===== src/rtl/ntt_pkg.sv =====
// Shared types for the NTT butterfly: tag width helper, butterfly mode, stage payload.
package ntt_pkg;

  function automatic int unsigned tag_width(input int unsigned depth);
    return (depth > 1) ? $clog2(depth) : 1;
  endfunction

  localparam int unsigned BFLY_SIZE  = 20;
  localparam int unsigned BFLY_MOD   = 257;
  localparam int unsigned BFLY_DEPTH = 256;
  localparam int unsigned BFLY_TAGW  = tag_width(BFLY_DEPTH);

  typedef enum logic {
    BFLY_CT = 1'b0,
    BFLY_GS = 1'b1
  } bfly_mode_e;

  // a carries the wide product (or {w, d} for GS in S1); b carries the GS sum.
  typedef struct packed {
    bfly_mode_e                 mode;
    logic [BFLY_SIZE-1:0]       x;
    logic [2*BFLY_SIZE-1:0]     a;
    logic [BFLY_SIZE-1:0]       b;
    logic [BFLY_TAGW-1:0]       tag;
  } bfly_stage_t;

endpackage


===== src/rtl/mod_reduce.sv =====
// Registered reduction of a 2*SIZE product modulo MOD, advancing with the pipeline.
module mod_reduce
  import ntt_pkg::*;
#(
  parameter int unsigned SIZE = BFLY_SIZE,
  parameter int unsigned MOD  = BFLY_MOD
) (
  input  logic              clk,
  input  logic              rst,
  input  logic              en_i,
  input  logic [2*SIZE-1:0] p_i,
  output logic [SIZE-1:0]   r_o
);

  localparam logic [2*SIZE-1:0] MOD_W = (2*SIZE)'(MOD);

  logic [SIZE-1:0] r_q, r_d;

  always_comb r_d = SIZE'(p_i % MOD_W);

  always_ff @(posedge clk) begin
    if (rst)       r_q <= '0;
    else if (en_i) r_q <= r_d;
  end

  assign r_o = r_q;

endmodule


===== src/rtl/ntt_butterfly.sv =====
// 3-stage CT/GS modular butterfly with global-stall valid/ready flow control.
// Optional sticky operand range error enabled by NTT_BFLY_RANGE_CHECK_EN.
module ntt_butterfly
  import ntt_pkg::*;
#(
  parameter  int unsigned SIZE  = BFLY_SIZE,
  parameter  int unsigned MOD   = BFLY_MOD,
  parameter  int unsigned DEPTH = BFLY_DEPTH,
  localparam int unsigned TAGW  = tag_width(DEPTH)
) (
  input  logic            clk,
  input  logic            rst,
  input  logic            in_valid,
  output logic            in_ready,
  input  logic            in_mode,
  input  logic [SIZE-1:0] in_x,
  input  logic [SIZE-1:0] in_y,
  input  logic [SIZE-1:0] in_w,
  input  logic [TAGW-1:0] in_tag,
  output logic            out_valid,
  input  logic            out_ready,
  output logic [SIZE-1:0] out_u,
  output logic [SIZE-1:0] out_v,
  output logic [TAGW-1:0] out_tag,
  output logic            err
);

  localparam logic [SIZE:0] MOD_X = (SIZE+1)'(MOD);

  logic        advance, accept;
  logic        s1_valid_q, s1_valid_d, s2_valid_q, s2_valid_d, s3_valid_q, s3_valid_d;
  bfly_stage_t s1_q, s1_d, s2_q, s2_d;
  bfly_mode_e  s3_mode_q, s3_mode_d;
  logic [SIZE-1:0] u_q, u_d, v_q, v_d;
  logic [TAGW-1:0] tag_q, tag_d;
  logic [SIZE-1:0] ct_t, gs_v;
  logic [SIZE:0]   sum1, dif1, sum3, dif3;

  assign advance  = out_ready | ~s3_valid_q;
  assign in_ready = advance;
  assign accept   = in_valid & advance;

  always_comb begin
    sum1 = {1'b0, in_x} + {1'b0, in_y};
    if (sum1 >= MOD_X) sum1 = sum1 - MOD_X;
    if (in_x >= in_y) dif1 = {1'b0, in_x} - {1'b0, in_y};
    else              dif1 = {1'b0, in_x} + MOD_X - {1'b0, in_y};
    s1_d      = '0;
    s1_d.mode = bfly_mode_e'(in_mode);
    s1_d.x    = in_x;
    s1_d.tag  = in_tag;
    if (s1_d.mode == BFLY_GS) begin
      // twiddle rides in the upper half of a until the S2 multiply
      s1_d.a = {in_w, SIZE'(dif1)};
      s1_d.b = SIZE'(sum1);
    end else begin
      s1_d.a = {{SIZE{1'b0}}, in_w} * {{SIZE{1'b0}}, in_y};
    end
    s1_valid_d = accept;
  end

  always_comb begin
    s2_d = s1_q;
    if (s1_q.mode == BFLY_GS)
      s2_d.a = {{SIZE{1'b0}}, s1_q.a[SIZE-1:0]} * {{SIZE{1'b0}}, s1_q.a[2*SIZE-1:SIZE]};
    s2_valid_d = s1_valid_q;
  end

  always_comb begin
    sum3 = {1'b0, s2_q.x} + {1'b0, ct_t};
    if (sum3 >= MOD_X) sum3 = sum3 - MOD_X;
    if (s2_q.x >= ct_t) dif3 = {1'b0, s2_q.x} - {1'b0, ct_t};
    else                dif3 = {1'b0, s2_q.x} + MOD_X - {1'b0, ct_t};
    if (s2_q.mode == BFLY_GS) begin
      u_d = s2_q.b;
      v_d = '0;
    end else begin
      u_d = SIZE'(sum3);
      v_d = SIZE'(dif3);
    end
    s3_mode_d  = s2_q.mode;
    tag_d      = s2_q.tag;
    s3_valid_d = s2_valid_q;
  end

  always_ff @(posedge clk) begin
    if (rst) begin
      s1_valid_q <= 1'b0;
      s2_valid_q <= 1'b0;
      s3_valid_q <= 1'b0;
      s1_q       <= '0;
      s2_q       <= '0;
      s3_mode_q  <= BFLY_CT;
      u_q        <= '0;
      v_q        <= '0;
      tag_q      <= '0;
    end else if (advance) begin
      s1_valid_q <= s1_valid_d;
      s2_valid_q <= s2_valid_d;
      s3_valid_q <= s3_valid_d;
      s1_q       <= s1_d;
      s2_q       <= s2_d;
      s3_mode_q  <= s3_mode_d;
      u_q        <= u_d;
      v_q        <= v_d;
      tag_q      <= tag_d;
    end
  end

  mod_reduce #(.SIZE(SIZE), .MOD(MOD)) u_ct_red (
    .clk  (clk),
    .rst  (rst),
    .en_i (advance),
    .p_i  (s1_q.a),
    .r_o  (ct_t)
  );

  mod_reduce #(.SIZE(SIZE), .MOD(MOD)) u_gs_red (
    .clk  (clk),
    .rst  (rst),
    .en_i (advance),
    .p_i  (s2_q.a),
    .r_o  (gs_v)
  );

  assign out_valid = s3_valid_q;
  assign out_u     = u_q;
  assign out_v     = (s3_mode_q == BFLY_GS) ? gs_v : v_q;
  assign out_tag   = tag_q;

`ifdef NTT_BFLY_RANGE_CHECK_EN
  localparam logic [SIZE-1:0] MOD_S = SIZE'(MOD);

  logic err_q, err_d;

  always_comb err_d = err_q | (accept & ((in_x >= MOD_S) | (in_y >= MOD_S) | (in_w >= MOD_S)));

  always_ff @(posedge clk) begin
    if (rst) err_q <= 1'b0;
    else     err_q <= err_d;
  end

  assign err = err_q;
`else
  assign err = 1'b0;
`endif

endmodule


===== config.mk =====
export PLATFORM = sky130hd
export DESIGN_NAME = ntt_butterfly
export DESIGN_NICKNAME = d
export VERILOG_FILES = /design/src/rtl/ntt_pkg.sv /design/src/rtl/mod_reduce.sv /design/src/rtl/ntt_butterfly.sv
export SDC_FILE = /design/constraint.sdc
export NUM_CORES = 2
export LEC_CHECK = 0
export ABC_CLOCK_PERIOD_IN_PS = 37000
export BUFFER_PORTS_ARGS = -buffer_cell sky130_fd_sc_hd__buf_2
export CAP_MARGIN = 20
export CORE_MARGIN = 2
export CORE_UTILIZATION = 50
export DETAILED_ROUTE_END_ITERATION = 8
export GPL_TIMING_DRIVEN = 0
export HOLD_SLACK_MARGIN = 0.12
export PLACE_DENSITY_LB_ADDON = 0.15
export SLEW_MARGIN = 20
export SYNTH_ARGS = -nofsm -noshare
export SYNTH_HDL_FRONTEND = slang
export SYNTH_SLANG_ARGS = --single-unit

===== constraint.sdc =====
create_clock -name clk -period 37 [get_ports clk]
set_input_delay 3.7 -clock clk [delete_from_list [all_inputs] [get_ports clk]]
set_output_delay 3.7 -clock clk [all_outputs]
set_load 0.1 [all_outputs]

==> results.py <==
metrics = {
    "synth": {
        "netlist_instances": 8010,
        "synth_most_common_cell": "nand2_1",
        "synth.distinct_cells": 166,
        "synthFlopType": "dfxtp_1",
        "netlist_area_um2": 61700,
        "ys_async_sr_fraction": 0,
        "synth_warnings": 0,
        "seq_area_frac_synth": 0.0876,
        "syn_area_per_cell_um2": 7.70,
        "synthDominantCellAreaShare": 0.220,
        "synth_area_leader_cell": "fa_1",
        "synthTopCellsByCount": "1103 x nand2_1, 959 x inv_1, 699 x nor2_1",
        "syn-num-nets": 9195,
        "synth_edf_count": 0,
        "synth.area.top_cells": "fa_1 22%, ha_1 8.8%, dfxtp_1 8.8%",
        "ys_ff_latch": 270,
    },
    "floorplan": {
        "ios": 124,
        "die_area_um2": 126000,
        "die_height_um": 355,
        "rows": 128,
        "core-area_um2": 122000,
        "start_util": 0.505,
        "dieWidth_um": 355,
    },
    "timing": {
        "finalSetupViolations": 0,
        "fin_crit_ps": 32500,
        "finalSetupTns_ps": 0,
        "fin_crit_sh": 0.878,
        "timing.slew.headroom": 0.189,
        "rsz0062_at_grt": "no",
        "hold_viol": 0,
        "maxSlewViolCount": 0,
        "tightestPinTransition_ps": 1220,
        "timing.fmax_mhz": 30.8,
        "finalClockSkew_ps": 27.0,
    },
    "drt": {
        "drt-pass1-iter-count": 6,
        "drtIter0Drc": 5049,
        "drc": 0,
        "ant_nets": 0,
        "wl_per_cell_um": 21.5,
        "via_per_inst": 6.00,
        "routed_wl_mm": 211,
        "num_vias": 59000,
    },
    "grt": {
        "grt_antenna_before_repair": 18,
        "grt_pass1_vias": 57800,
        "grt_max_degree": 17,
        "grt_use_total": 0.329,
        "gr-total-overflow": 0,
        "grt_first_pass_wirelength_mm": 329,
    },
    "worst_setup_path": {
        "arrival_ps": 32990,
        "cp-start-kind": "flip-flop",
        "crit_required_ps": 37490,
        "critPathCaptureType": "flip-flop",
        "slowest_delay_ps": 980,
        "reg2reg_to": "u_ct_red.r_o[18]$_SDFFE_PP0N_",
        "worstReg2RegStart": "s1_q[65]$_SDFFE_PP0N_",
        "worst_r2r_path_depth": 96,
        "cp_max_fo": 10,
        "path_class": "flip-flop to flip-flop",
        "cpMaxStageDelayCell": "a221oi_1",
        "r2r_setup_slack_ps": 4500,
    },
    "final_layout": {
        "syn2layout_area_growth_pct": 6.28,
        "finalNetCount": 9351,
        "multi_input_comb_area_um2": 50800,
        "seqCellArea_um2": 5410,
        "drive_above_1_share": 0.0675,
        "fillCellCount": 12000,
    },
    "clock_network": {
        "cts_resized": 0,
        "cts_setup_buffers": 0,
        "numClockSinks": 270,
        "clock_path_buffers": 3,
        "htreeDepth": 1,
        "numCtsBuffers": 31,
        "root_buffer": "clkbuf_16",
        "cts.clk_slew.worst_paths_ps": 60,
        "cts_tree": "built",
        "postCtsHoldBufs": 0,
        "clk_latency_ps": 640,
    },
    "job": {
        "max_cap_violations": 0,
    },
    "place": {
        "dp.final_hpwl_mm": 173,
        "port_buffers": 120,
        "place_congestion": 0.960,
    },
    "run_status": {
        "status": "complete, no violations",
    },
    "worst_hold_path": {
        "min_path_cells": 2,
        "hold_path.class": "flip-flop to flip-flop",
        "hold_start": "out_tag[4]$_SDFFE_PP0N_",
        "min_to": "out_tag[4]$_SDFFE_PP0N_",
    },
}
## flip-flops by register name, summed over array words and instances, names as in the netlist
register      count
s2_valid_q        1
s1_valid_q        1
u_ct_red.r_o     20
u_gs_red.r_o     20
v_q              20
s2_q             80
s1_q             89
out_valid         1
out_tag           8
s3_mode_d         1
out_u            20
tag_d             8
s3_mode_q         1
## how the worst max path moves through the flow
stage | endpoint | depth (start not counted) | startpoint
global route | u_ct_red.r_o[18]$_SDFFE_PP0N_ | 95 | s1_q[65]$_SDFFE_PP0N_
detailed placement | u_ct_red.r_o[14]$_SDFFE_PP0N_ | 96 | s1_q[65]$_SDFFE_PP0N_
CTS | u_ct_red.r_o[18]$_SDFFE_PP0N_ | 97 | s1_q[65]$_SDFFE_PP0N_
finish | u_ct_red.r_o[18]$_SDFFE_PP0N_ | 96 | s1_q[65]$_SDFFE_PP0N_
global placement | u_ct_red.r_o[18]$_SDFFE_PP0N_ | 96 | s1_q[65]$_SDFFE_PP0N_
floorplan | u_ct_red.r_o[1]$_SDFFE_PP0N_ | 99 | s1_q[60]$_SDFFE_PP0N_
## cell usage in the layout, fill, tap and decap left out, drive strengths merged, types with 31 or more instances in the layout
| cell type | synthesis | final |
|---|---|---|
| ha | 434 | 434 |
| a2111oi | 34 | 34 |
| and2 | 333 | 333 |
| nor3 | 186 | 186 |
| nand4 | 57 | 57 |
| o21bai | 62 | 62 |
| a211o | 41 | 41 |
| nor4 | 62 | 62 |
| inv | 961 | 967 |
| o31ai | 46 | 46 |
| xnor2 | 288 | 288 |
| nand2b | 36 | 36 |
| or3 | 58 | 58 |
| nand2 | 1103 | 1103 |
| mux2 | 48 | 48 |
| a211oi | 143 | 143 |
| o211ai | 89 | 89 |
| buf | 91 | 214 |
| nor2 | 700 | 700 |
| nor2b | 31 | 31 |
| and3 | 57 | 57 |
| nand3 | 135 | 135 |
| xor2 | 110 | 110 |
| a21oi | 420 | 420 |
| fa | 678 | 678 |
| o21a | 92 | 92 |
| o21ai | 245 | 245 |
| mux2i | 95 | 95 |
| nor3b | 35 | 35 |
| o311ai | 31 | 31 |
| a31oi | 68 | 68 |
| clkbuf | 318 | 361 |
| a22oi | 46 | 46 |
| dfxtp | 270 | 270 |
| a21o | 64 | 64 |
| or2 | 64 | 64 |
| o2111ai | 31 | 31 |
## critical path, delay by kind of cell (launching register included)
kind,cells,cell delay (ps)
xor+xnor,6,2340
flops,1,300
buf+inv,6,1210
compound gates,46,15480
fa+ha+maj,2,470
mux,4,1650
simple gates,32,10820
## final cells by class
| type | instances | area share |
|---|---|---|
| Sequential cell | 270 | 0.0824 |
| Clock inverter | 15 | 0.00404 |
| Buffer | 416 | 0.0293 |
| Multi-Input combinational cell | 6357 | 0.774 |
| Clock buffer | 43 | 0.0136 |
| Antenna cell | 10 | 0.000382 |
| Inverter | 967 | 0.0553 |
| Tap cell | 1625 | 0.0310 |
| Timing Repair Buffer | 123 | 0.00958 |
## kinds of logic (layout without fill, tap and decap cells)
logic type	after synthesis	after routing	share of synthesized area
other	1	11	0.0000608
flip-flops	270	270	0.0876
AO/OA/AOI/OAI	1691	1691	0.196
XOR/XNOR	398	398	0.0574
adder cells (fa/ha/maj)	1123	1123	0.310
buffers and inverters	1383	1564	0.0900
multiplexers	143	143	0.0244
AND/OR/NAND/NOR	3001	3001	0.235
## per-stage QoR
stage | setup slack, ps | hold WS, ps | util | std cells | instance area [um^2]
after floorplan | 11380 | 428 | - | 8010 | 61700
after global placement | 5500 | 438 | 0.527 | 9755 | 64400
after detailed placement | 5480 | 443 | 0.527 | 9757 | 64400
after CTS | 5410 | 451 | 0.536 | 9815 | 65500
after global routing | 1870 | 470 | 0.537 | 9824 | 65600
final | 4500 | 451 | 0.537 | 9826 | 65600
## metal layers
metal	wire length, um	GRT usage	vias to the layer above
li1	-	-	27400
met1	88500	0.423	28900
met2	97700	0.545	2141
met3	14400	0.0466	511
met4	10800	0.153	8
met5	51	0	-
Power is not shown: default switching activity piles up to over one toggle a cycle in this logic, so the estimate is an artifact.
